**config.mk**
```make
export PLATFORM = sky130hd
export DESIGN_NAME = serial_addsub
export DESIGN_NICKNAME = d
export VERILOG_FILES = /design/src/rtl/serial_addsub_pkg.sv /design/src/rtl/b1_adder.sv /design/src/rtl/serial_addsub.sv
export SDC_FILE = /design/constraint.sdc
export NUM_CORES = 1
export LEC_CHECK = 0
export ABC_CLOCK_PERIOD_IN_PS = 1800
export CAP_MARGIN = 0
export CORE_AREA = 2 2 59 67
export DETAILED_ROUTE_END_ITERATION = 12
export DIE_AREA = 0 0 61 69
export HOLD_SLACK_MARGIN = 0.02
export PLACE_DENSITY = 0.76
export SETUP_SLACK_MARGIN = 0.4
export SYNTH_ARGS = -nofsm -noshare
export SYNTH_HDL_FRONTEND = slang
export SYNTH_SLANG_ARGS = --single-unit
```
**constraint.sdc**
```tcl
create_clock -name clk -period 1.8 [get_ports clk]
set_input_delay 0.36 -clock clk [delete_from_list [all_inputs] [get_ports clk]]
set_output_delay 0.36 -clock clk [all_outputs]
set_load 0.02 [all_outputs]
```
**src/rtl/serial_addsub_pkg.sv**
```systemverilog
// Shared constants for the bit-serial adder/subtractor: FSM state encodings
// and the bit-counter width rule. Imported by the RTL and the testbench.
package serial_addsub_pkg;

    localparam logic [1:0] ST_IDLE = 2'd0;
    localparam logic [1:0] ST_RUN  = 2'd1;
    localparam logic [1:0] ST_DONE = 2'd2;

    // One spare bit over the index width keeps the counter well-defined for every WIDTH.
    function automatic int cnt_width(input int width);
        return $clog2(width) + 1;
    endfunction

endpackage

```
**src/rtl/b1_adder.sv**
```systemverilog
// 1-bit full adder shared by the serial datapath.
module b1_adder (
    input  logic X,
    input  logic Y,
    input  logic C_in,
    output logic Z,
    output logic C_out
);

    assign Z     = X ^ Y ^ C_in;
    assign C_out = (X & Y) | (C_in & (X ^ Y));

endmodule

```
**src/rtl/serial_addsub.sv**
```systemverilog
// Bit-serial add/subtract: one full adder walks the operands LSB first,
// taking WIDTH cycles per operation plus one IDLE and one DONE cycle.
module serial_addsub
    import serial_addsub_pkg::*;
#(
    parameter int WIDTH = 8
) (
    input  logic             clk,
    input  logic             rst_n,
    input  logic             start,
    input  logic             mode,
    input  logic [WIDTH-1:0] a,
    input  logic [WIDTH-1:0] b,
    output logic             ready,
    output logic             done,
    output logic [WIDTH-1:0] result,
    output logic             c_out,
    output logic             overflow
);

    localparam int CW = cnt_width(WIDTH);
    localparam logic [CW-1:0] LAST_BIT = CW'(WIDTH - 1);

    logic [1:0]       state_reg;
    logic [WIDTH-1:0] a_reg;
    logic [WIDTH-1:0] b_reg;
    logic [WIDTH-1:0] result_reg;
    logic [CW-1:0]    cnt_reg;
    logic             carry_reg;
    logic             c_out_reg;
    logic             overflow_reg;
    logic             sum_bit;
    logic             carry_bit;

    // Operands are shifted right each RUN cycle so the adder always sees bit 0.
    b1_adder u_b1_adder (
        .X     (a_reg[0]),
        .Y     (b_reg[0]),
        .C_in  (carry_reg),
        .Z     (sum_bit),
        .C_out (carry_bit)
    );

    always_ff @(posedge clk or negedge rst_n) begin
        if (!rst_n) begin
            state_reg    <= ST_IDLE;
            a_reg        <= '0;
            b_reg        <= '0;
            cnt_reg      <= '0;
            carry_reg    <= 1'b0;
            c_out_reg    <= 1'b0;
            overflow_reg <= 1'b0;
        end else begin
            case (state_reg)
                ST_IDLE: begin
                    if (start) begin
                        // Subtraction is a + ~b + 1: invert b and seed the carry with mode.
                        a_reg     <= a;
                        b_reg     <= mode ? ~b : b;
                        carry_reg <= mode;
                        cnt_reg   <= '0;
                        state_reg <= ST_RUN;
                    end
                end
                ST_RUN: begin
                    a_reg     <= a_reg >> 1;
                    b_reg     <= b_reg >> 1;
                    carry_reg <= carry_bit;
                    if (cnt_reg == LAST_BIT) begin
                        c_out_reg    <= carry_bit;
                        overflow_reg <= carry_reg ^ carry_bit;
                        state_reg    <= ST_DONE;
                    end else begin
                        cnt_reg <= cnt_reg + CW'(1);
                    end
                end
                ST_DONE: state_reg <= ST_IDLE;
                default: state_reg <= ST_IDLE;
            endcase
        end
    end

    genvar gi;
    generate
        for (gi = 0; gi < WIDTH; gi++) begin : g_result_bit
            always_ff @(posedge clk or negedge rst_n) begin
                if (!rst_n) begin
                    result_reg[gi] <= 1'b0;
                end else if (state_reg == ST_RUN && cnt_reg == CW'(gi)) begin
                    result_reg[gi] <= sum_bit;
                end
            end
        end
    endgenerate

    assign ready    = (state_reg == ST_IDLE);
    assign done     = (state_reg == ST_DONE);
    assign result   = result_reg;
    assign c_out    = c_out_reg;
    assign overflow = overflow_reg;

endmodule

```
==> flow_summary.yaml <==
outcome:
  status: "completed"
clock_tree:
  clock_sinks: 33
  cts_made_buffers: 5
  cts_tree: "built"
  ctsHtreeMaxLevel: 2
  cts-root-buf: "clkbuf_8"
  worstSkewPairLatency_ns: 0.29
  clkTransAtPathRegs_ns: 0.07
  clock_path_buffers: 2
sta:
  max_freq_mhz: 668
  rsz0062_at_grt: "true"
  setup_violations: 0
  finalCritPeriodShare: 0.832
  hold_ws_ns: 0.477
  hold_viol: 0
  tns_ns: 0
  fin_crit_ns: 1.50
  relSlewSlack: 0.721
  finClkSkew_ns: 0.00411
  drv_slew: 0
  tightest_slew_ns: 0.418
worst_setup_path:
  path_class: "reg2reg"
  arrival_ns: 1.73
  path_max_fanout: 12
  required_ns: 2.03
  crit_slowest_cell: "or3b_4"
  critPathLaunchType: "flop"
  r2r_start: "state_reg[0]$_DFFE_PN0P_"
  worst_path_largest_cell_delay_ns: 0.48
  crit_path_start: "state_reg[0]$_DFFE_PN0P_"
  path_cells: "buf_6, or3b_4, o32ai_1, a221o_1"
  endpoint_kind: "flop"
synth:
  ys_types: 31
  synth_warnings: 0
  synthArstFlopShare: 1.00
  ys_seq_area_frac: 0.466
  syn-cell-area_um2: 1770
  synthCells: 173
  synth_edf_count: 0
  synth.avg_cell_area_um2: 10.2
  synthFlopType: "dfrtp_1"
  syn-num-nets: 198
  ys_ff_latch: 33
global_route:
  gr-total-overflow: 0
  grt_pass1_vias: 1584
  gr-usage-all-layers: 0.236
  grt_max_degree: 34
  grt_first_pass_wirelength_mm: 7.49
  antenna_found_initial: 0
placed_design:
  dp_cells: 251
  post-dp-hpwl_mm: 2.86
  place_congestion: 0.722
  port_buffers: 31
die:
  rows: 23
  num_io_pins: 32
  die_h_um: 69
  die_x_um: 61
  core_um2: 3540
  initial_utilization: 0.501
  die_area_um2: 4210
finish:
  nNetsFinal: 254
  finish.utilization: 0.737
  diodes: 0
  final_common_cell: "dfrtp_1"
  final_cell_mix: "dfrtp_1 (31), buf_4 (22), clkdlybuf4s50_1 (18), nand2_1 (12), a21oi_1 (12)"
  drive_gt1_frac: 0.348
  stdcell_count: 280
  area_delta_synth_final_pct: 47.2
drt:
  num_vias: 1574
  viasPerCell: 5.62
  drt_pass1_iterations: 4
  wl_per_cell_um: 17.1
  detail-route-antenna-nets: 0
  drc: 0
  wirelength_mm: 4.79
  drt_iter0_drc: 74
job:
  cap_violations: 0
power:
  ir_worst_vdd_uv: 1010
  leakage_uw: 0.00113
  p_per_area_nw_per_um2: 1530
hold_path:
  hold_class: "in2async"
per-layer routing:
metal | global-route usage | share of wire
met5 | 0 | 0
met3 | 0.0563 | 0.049
met1 | 0.290 | 0.39
met2 | 0.395 | 0.54
met4 | 0.0797 | 0.018
synth_stat cells (all sizes together) (2+ instances only):
cell type	count	area [µm²]
a21oi	13	65.1
mux2	9	109
nor2b	13	81.3
a22oi	10	75.1
xnor2	8	70.1
o21ai	12	60.1
a221o	6	60.1
nand3	3	15.0
dfrtp	33	826
inv	11	41.3
buf	10	50.1
and2	2	12.5
nand2	13	48.8
o32ai	6	52.6
o211ai	2	15.0
ha	4	50.1
clkbuf	4	15.0
nor2	2	7.51
critical path, delay by kind of cell (launching register included):
family,cells,cell delay (ns)
AO/OA/AOI/OAI,2,0.31
buffers and inverters,1,0.18
flip-flops,1,0.46
AND/OR/NAND/NOR,1,0.48
path summary, 6_finish.rpt:
kind / to / slack, ns / cells after the start
max: b_reg[3]$_DFFE_PN0P_ / 0.30 / 4
min in group clk: result[2]$_DFFE_PN0P_ / 0.50 / 1
min: result[5]$_DFFE_PN0P_ / 0.48 / 2
max in group asynchronous: state_reg[0]$_DFFE_PN0P_ / 1.00 / 2
max reg2reg: b_reg[3]$_DFFE_PN0P_ / 0.30 / 4
min reg2reg: result[2]$_DFFE_PN0P_ / 0.50 / 1
final cells by class:
cell class / count / area, µm²
repair buffers: 63 / 581
flip-flops and latches: 33 / 828
well taps: 50 / 62.6
fillers: 231 / 932
clock inverters: 1 / 5.00
multi-input cells: 115 / 993
clock buffers: 7 / 96.3
inverters: 11 / 41.3
what timing repair did:
action | CTS | global route
setup buffers | 13 | 7
cloned | 0 | 1
resized for setup | 31 | 39
pin swaps | 3 | 7
endpoints found under the setup margin | 42 | 30
hold buffers | 0 | 0
through the flow:
stage	cell area, µm²	setup WS (ns)	power (µW)
after floorplan	1780	0.274	2280
after global placement	2170	0.0975	2780
after detailed placement	2170	0.0380	2860
after CTS	2420	0.257	3680
after global routing	2610	0.250	4240
final	2610	0.303	3990
cell families after synthesis:
| logic type | Yosys count | share of synthesized area |
|---|---|---|
| AOI/OAI and AO/OA | 52 | 0.199 |
| buffers and inverters | 25 | 0.0600 |
| and+or+nand+nor | 40 | 0.129 |
| xor gates and xnor gates | 9 | 0.0445 |
| muxes | 9 | 0.0614 |
| adders and majority gates | 5 | 0.0395 |
| DFF | 33 | 0.466 |
where the power goes:
group | total [µW] | leakage (µW) | internal, µW | switching (µW)
combinational | 2050 | 0.000656 | 1050 | 997
clock | 627 | 0.0000542 | 346 | 281
sequential | 1310 | 0.000422 | 1040 | 274
total | 3990 | 0.00113 | 2430 | 1550
No activity file was read; power rests on OpenSTA's default activity.
